`config.mk`:
```
export PLATFORM = sky130hd
export DESIGN_NAME = vga_timing_gen
export DESIGN_NICKNAME = d
export VERILOG_FILES = /design/src/rtl/vga_pkg.sv /design/src/rtl/vga_axis_cnt.sv /design/src/rtl/vga_timing_gen.sv
export SDC_FILE = /design/constraint.sdc
export NUM_CORES = 1
export LEC_CHECK = 0
export CAP_MARGIN = 10
export CORE_UTILIZATION = 40
export DETAILED_ROUTE_END_ITERATION = 8
export HOLD_SLACK_MARGIN = 0.02
export PLACE_DENSITY_LB_ADDON = 0.3
export SETUP_SLACK_MARGIN = 0.02
export SYNTH_ARGS = -nofsm -noshare
export SYNTH_HDL_FRONTEND = slang
export SYNTH_SLANG_ARGS = --single-unit
```
`constraint.sdc`:
```
create_clock -name clk -period 4.6 [get_ports clk]
set_clock_uncertainty 0.05 [all_clocks]
set_input_delay 1.38 -clock clk [delete_from_list [all_inputs] [get_ports clk]]
set_output_delay 1.38 -clock clk [all_outputs]
set_load 0.01 [all_outputs]
```
`src/rtl/vga_pkg.sv`:
```
// Shared VGA timing defaults and the width/total helpers used by the
// timing generator and its per-axis counters.
package vga_pkg;

    localparam int H_ACTIVE_DEF = 640;
    localparam int H_FP_DEF     = 16;
    localparam int H_SYNC_DEF   = 96;
    localparam int H_BP_DEF     = 48;
    localparam int V_ACTIVE_DEF = 480;
    localparam int V_FP_DEF     = 10;
    localparam int V_SYNC_DEF   = 2;
    localparam int V_BP_DEF     = 33;
    localparam int CLK_DIV_DEF  = 4;
    localparam int COLOR_W_DEF  = 4;

    function automatic int calc_total(input int active, input int fp,
                                      input int sync, input int bp);
        return active + fp + sync + bp;
    endfunction

    // Never returns a zero width, even for degenerate one-entry ranges.
    function automatic int cnt_w(input int n);
        return (n < 2) ? 1 : $clog2(n);
    endfunction

endpackage

```
`src/rtl/vga_axis_cnt.sv`:
```
// One timing axis: counts 0..TOTAL-1 on each enable and decodes the
// active and sync regions of that axis.
module vga_axis_cnt
    import vga_pkg::*;
#(
    parameter int ACTIVE = H_ACTIVE_DEF,
    parameter int FP     = H_FP_DEF,
    parameter int SYNC   = H_SYNC_DEF,
    parameter int BP     = H_BP_DEF,
    localparam int TOTAL = calc_total(ACTIVE, FP, SYNC, BP),
    localparam int W     = cnt_w(TOTAL)
) (
    input  logic         clk,
    input  logic         clr,
    input  logic         en,
    output logic [W-1:0] cnt,
    output logic         wrap,
    output logic         active,
    output logic         sync
);

    localparam logic [W-1:0] LAST = W'(TOTAL - 1);
    // Region bounds carry one extra bit: SYNC_END may equal 2**W when BP=0.
    localparam logic [W:0] ACT_END  = (W+1)'(ACTIVE);
    localparam logic [W:0] SYNC_BEG = (W+1)'(ACTIVE + FP);
    localparam logic [W:0] SYNC_END = (W+1)'(ACTIVE + FP + SYNC);

    logic [W:0] cnt_x;

    assign cnt_x  = {1'b0, cnt};
    assign wrap   = en && (cnt == LAST);
    assign active = (cnt_x < ACT_END);
    assign sync   = (cnt_x >= SYNC_BEG) && (cnt_x < SYNC_END);

    always_ff @(posedge clk) begin
        if (!clr)
            cnt <= '0;
        else if (en)
            cnt <= wrap ? '0 : cnt + W'(1);
    end

endmodule

```
`src/rtl/vga_timing_gen.sv`:
```
// VGA timing generator: pixel-clock divider, h/v counters, coordinate
// request stage and a one-tick registered output stage for sync/de/rgb.
module vga_timing_gen
    import vga_pkg::*;
#(
    parameter int H_ACTIVE = H_ACTIVE_DEF,
    parameter int H_FP     = H_FP_DEF,
    parameter int H_SYNC   = H_SYNC_DEF,
    parameter int H_BP     = H_BP_DEF,
    parameter int V_ACTIVE = V_ACTIVE_DEF,
    parameter int V_FP     = V_FP_DEF,
    parameter int V_SYNC   = V_SYNC_DEF,
    parameter int V_BP     = V_BP_DEF,
    parameter int CLK_DIV  = CLK_DIV_DEF,
    parameter bit HS_POL   = 1'b0,
    parameter bit VS_POL   = 1'b0,
    parameter int COLOR_W  = COLOR_W_DEF,
    localparam int XW      = cnt_w(H_ACTIVE),
    localparam int YW      = cnt_w(V_ACTIVE)
) (
    input  logic                 clk,
    input  logic                 clr,
    input  logic [3*COLOR_W-1:0] rgb_in,
    output logic [XW-1:0]        x,
    output logic [YW-1:0]        y,
    output logic                 req,
    output logic                 pix_ce,
    output logic                 frame_start,
    output logic                 hsync,
    output logic                 vsync,
    output logic [COLOR_W-1:0]   r,
    output logic [COLOR_W-1:0]   g,
    output logic [COLOR_W-1:0]   b,
    output logic                 de
);

    localparam int H_TOTAL = calc_total(H_ACTIVE, H_FP, H_SYNC, H_BP);
    localparam int V_TOTAL = calc_total(V_ACTIVE, V_FP, V_SYNC, V_BP);
    localparam int HW      = cnt_w(H_TOTAL);
    localparam int VW      = cnt_w(V_TOTAL);

    logic [HW-1:0] hcnt;
    logic [VW-1:0] vcnt;
    logic          h_wrap, h_active, h_sync;
    logic          v_wrap, v_active, v_sync;
    logic          at_origin;

    generate
        if (CLK_DIV == 1) begin : g_nodiv
            assign pix_ce = 1'b1;
        end else begin : g_div
            localparam int DW = cnt_w(CLK_DIV);
            localparam logic [DW-1:0] DLAST = DW'(CLK_DIV - 1);
            logic [DW-1:0] div;

            always_ff @(posedge clk) begin
                if (!clr)
                    div <= '0;
                else
                    div <= (div == DLAST) ? '0 : div + DW'(1);
            end

            assign pix_ce = (div == DLAST);
        end
    endgenerate

    vga_axis_cnt #(
        .ACTIVE (H_ACTIVE),
        .FP     (H_FP),
        .SYNC   (H_SYNC),
        .BP     (H_BP)
    ) u_hcnt (
        .clk    (clk),
        .clr    (clr),
        .en     (pix_ce),
        .cnt    (hcnt),
        .wrap   (h_wrap),
        .active (h_active),
        .sync   (h_sync)
    );

    vga_axis_cnt #(
        .ACTIVE (V_ACTIVE),
        .FP     (V_FP),
        .SYNC   (V_SYNC),
        .BP     (V_BP)
    ) u_vcnt (
        .clk    (clk),
        .clr    (clr),
        .en     (h_wrap),
        .cnt    (vcnt),
        .wrap   (v_wrap),
        .active (v_active),
        .sync   (v_sync)
    );

    // Tracks "counters sit at 0,0": set by reset and by the last-pixel wrap,
    // so frame_start needs no wide compare against hcnt/vcnt.
    always_ff @(posedge clk) begin
        if (!clr)
            at_origin <= 1'b1;
        else if (pix_ce)
            at_origin <= v_wrap;
    end

    assign frame_start = clr && pix_ce && at_origin;

    assign req = h_active && v_active;
    assign x   = req ? XW'(hcnt) : '0;
    assign y   = req ? YW'(vcnt) : '0;

    always_ff @(posedge clk) begin
        if (!clr) begin
            de    <= 1'b0;
            r     <= '0;
            g     <= '0;
            b     <= '0;
            hsync <= ~HS_POL;
            vsync <= ~VS_POL;
        end else if (pix_ce) begin
            de          <= req;
            {r, g, b}   <= req ? rgb_in : '0;
            hsync       <= h_sync ? HS_POL : ~HS_POL;
            vsync       <= v_sync ? VS_POL : ~VS_POL;
        end
    end

endmodule

```
==> run_results.csv <==
group,metric,value,unit
run_status,status,"complete, but fails checks",
critical_path,cp_slowest_stage_delay,0.54,ns
critical_path,crit_path_frequent_cell,"clkdlybuf4s50_1",
logic_synthesis,syn_avg_cell_area,8.55,um2
die,coreArea,4470,um2
detailed_routing,num_vias,1705,
cts,cts_resized,0,
sta,hold_violations,0,
cts,cts.path.max_buffers,2,
pwr,p_sw,155,uW
critical_path,cp-start-kind,"input port",
logic_synthesis,ys_types,43,
logic_synthesis,synth_top_area_cell,"dfxtp_1",
die,die_w,71.0,um
hold_path,whs_path_depth,1,
logic_synthesis,synthTopCellsByCount,"dfxtp_1 (38), nand2_1 (22), nand3_1 (18)",
run,drv_cap,0,
logic_synthesis,synth_area_leaders,"dfxtp_1 (40%), a21boi_0 (5.5%), and2_1 (4.9%)",
pwr,p_seq_frac,0.500,
sta,finalSetupViolCount,0,
global_route,overflow,0,
pwr,swShare,0.227,
logic_synthesis,synth.top_cell.area_share,0.399,
sta,max-slew-margin-rel,0.436,
global_route,grt_pass1_wl,7550,um
die,dieArea,5050,um2
pwr,clkPwrFrac,0.419,
cells_and_area,drive_gt1_frac,0.0784,
detailed_routing,drcViolationCount,3,
die,start_util,0.426,
detailed_routing,first_iter_violations,137,
critical_path,rr_worst_depth,6,
cts,clk_pin_slew,0.08,ns
detailed_routing,routed_wl,4260,um
run_status,violations,"design-rule violations",
detailed_routing,wl_per_cell,13.3,um
pwr,power.leakage,0.000855,uW
hold_path,min_to,"g_div.div[0]$_SDFF_PP0_",
sta,fmax,0.251,GHz
sta,rsz0062_at_grt,"false",
logic_synthesis,syn_area,1910,um2
critical_path,end_kind,"primary output",
logic_synthesis,netlist_instances,223,
cells_and_area,diodes,0,
logic_synthesis,async_flop_share,0,
critical_path,path_buf_inv,2,
sta,fin_crit,3.98,ns
global_route,antenna_found_initial,0,
cts,cts_tree,"yes",
logic_synthesis,synth_warnings,0,
pwr,comb_power_share,0.081,
die,pin_count,51,
critical_path,arrival,2.55,ns
placement,io_buffers,50,
critical_path,critPathTopFamily,"buffers and inverters",
logic_synthesis,synth_most_common_cell,"dfxtp_1",
global_route,grt_pass1_vias,1634,
cells_and_area,syn_to_final_growth,31.9,%
logic_synthesis,yosys_register_bits,38,
detailed_routing,ant_nets,0,
cts,clkSinkCount,38,
pwr,p_total,684,uW
cells_and_area,fin_nets,286,
sta,fin_setup_tns,0,ns
cts,ctsHtreeMaxLevel,2,
critical_path,critical_path.max_fanout,2,
hold_path,hp-start,"g_div.div[0]$_SDFF_PP0_",
hold_path,worstHoldPathType,"flip-flop to flip-flop",
pwr,p_int,529,uW
critical_path,worstSetupPathType,"input port to primary output",
cts,ctsHoldBuffers,0,
critical_path,crit_chain,"clkdlybuf4s50_1 > and3_1 > clkdlybuf4s50_1",
cts,clk_latency,0.29,ns
critical_path,worstReg2RegStart,"g_div.div[0]$_SDFF_PP0_",
pwr,vdd_drop_max,178,uV
critical_path,reg2reg_to,"u_vcnt.cnt[7]$_SDFFE_PN0N_",
placement,place_hpwl,2790,um
cells_and_area,fillers,420,
cts,post-cts-setup-buffers,0,
logic_synthesis,synth_edf_count,0,
critical_path,r2r_setup_slack,2.36,ns
logic_synthesis,synthFlopType,"dfxtp_1",
pwr,power_density,272,nW/um2
global_route,track_usage,0.188,
die,die_h,71.0,um
cts,numCtsBuffers,5,
critical_path,cp.required,3.17,ns
global_route,grt_max_degree,28,
logic_synthesis,synthesis.nets,242,
sta,maxSlewViolCount,0,
critical_path,worst_path_max_delay_cell,"clkdlybuf4s50_1",
sta,worst_slew_pin_slew,0.841,ns
sta,period_share,0.865,
cts,cts_root_buffer,"clkbuf_8",
logic_synthesis,yosysSeqAreaShare,0.399,
die,num_rows,24,
placement,finalWeightedCongestion,0.800,
detailed_routing,vias_per_cell,5.33,
detailed_routing,firstDrtPassIters,6,
## power groups by stage
stage	Sequential [uW]	Combinational [uW]	Clock, uW
final	342	55.4	287
after global routing	343	61.6	305
after CTS	342	56.1	291
after detailed placement	350	55.8	0
after global placement	349	55.5	0
after floorplan	351	24.1	0
## layout make-up
type	count	area (um2)	share of cell area
clock inverter	3	45.0	0.0179
clock buffer	5	68.8	0.0274
timing repair buffer	53	523	0.208
multi-input combinational	162	1030	0.408
sequential	38	761	0.302
inverter	7	26.3	0.0104
tap	52	65.1	0.0259
## cell usage in the layout (no fill, tap or decap), types with 3 or more instances in the layout
master           count
nor4_1               4
and2_1              15
o21ai_0              6
clkdlybuf4s50_1     50
nand2_1             22
buf_4                3
xnor2_1              5
inv_1                7
ha_1                 5
nor2_1              14
a21boi_0            14
dfxtp_1             38
a21oi_1              6
nor3_1               6
or3_1                3
clkbuf_8             5
and3_1               4
nand4_1              8
nand3_1             18
xor2_1               5
## worst max-delay path by stage
| stage | startpoint | endpoint | slack (ns) | depth (start not counted) |
|---|---|---|---|---|
| floorplan | clr | frame_start | 1.60 | 1 |
| global placement | clr | frame_start | 0.63 | 3 |
| detailed placement | clr | frame_start | 0.64 | 3 |
| CTS | clr | frame_start | 0.62 | 3 |
| global route | u_vcnt.cnt[5]$_SDFFE_PN0N_ | x[2] | 0.55 | 4 |
| finish | clr | frame_start | 0.62 | 3 |
## routing by layer
metal / track usage / part of all wire / vias up
met5: 0 / 0 / -
met4: 0.0667 / 0.011 / 0
met3: 0.0541 / 0.066 / 5
met2: 0.306 / 0.45 / 52
met1: 0.239 / 0.48 / 791
li1: - / - / 857
## state kept, by name (all words and copies together) (netlist names)
register    count
at_origin       1
r               4
b               4
de              1
u_vcnt.cnt     10
vsync           1
g               4
u_hcnt.cnt     10
hsync           1
g_div.div       2
## cell families (layout without fill, tap and decap cells)
group,Yosys count,in the layout,share of synthesized area
AO/OA/AOI/OAI,34,34,0.121
XOR/XNOR,10,10,0.0459
adder cells (fa/ha/maj),5,5,0.0328
buffers and inverters,23,68,0.0656
flip-flops,38,38,0.399
multiplexers,1,1,0.00525
AND/OR/NAND/NOR,112,112,0.331
## through the flow
stage / cells / worst slack, ns / utilization / hold WS [ns] / area [um2]
after floorplan: 223 / 1.60 / - / 0.353 / 1910
after global placement: 312 / 0.633 / 0.537 / 0.370 / 2400
after detailed placement: 312 / 0.635 / 0.537 / 0.378 / 2400
after CTS: 320 / 0.621 / 0.562 / 0.390 / 2510
after global routing: 320 / 0.549 / 0.562 / 0.410 / 2510
final: 320 / 0.622 / 0.562 / 0.381 / 2510
(Power assumes the default switching activity.)
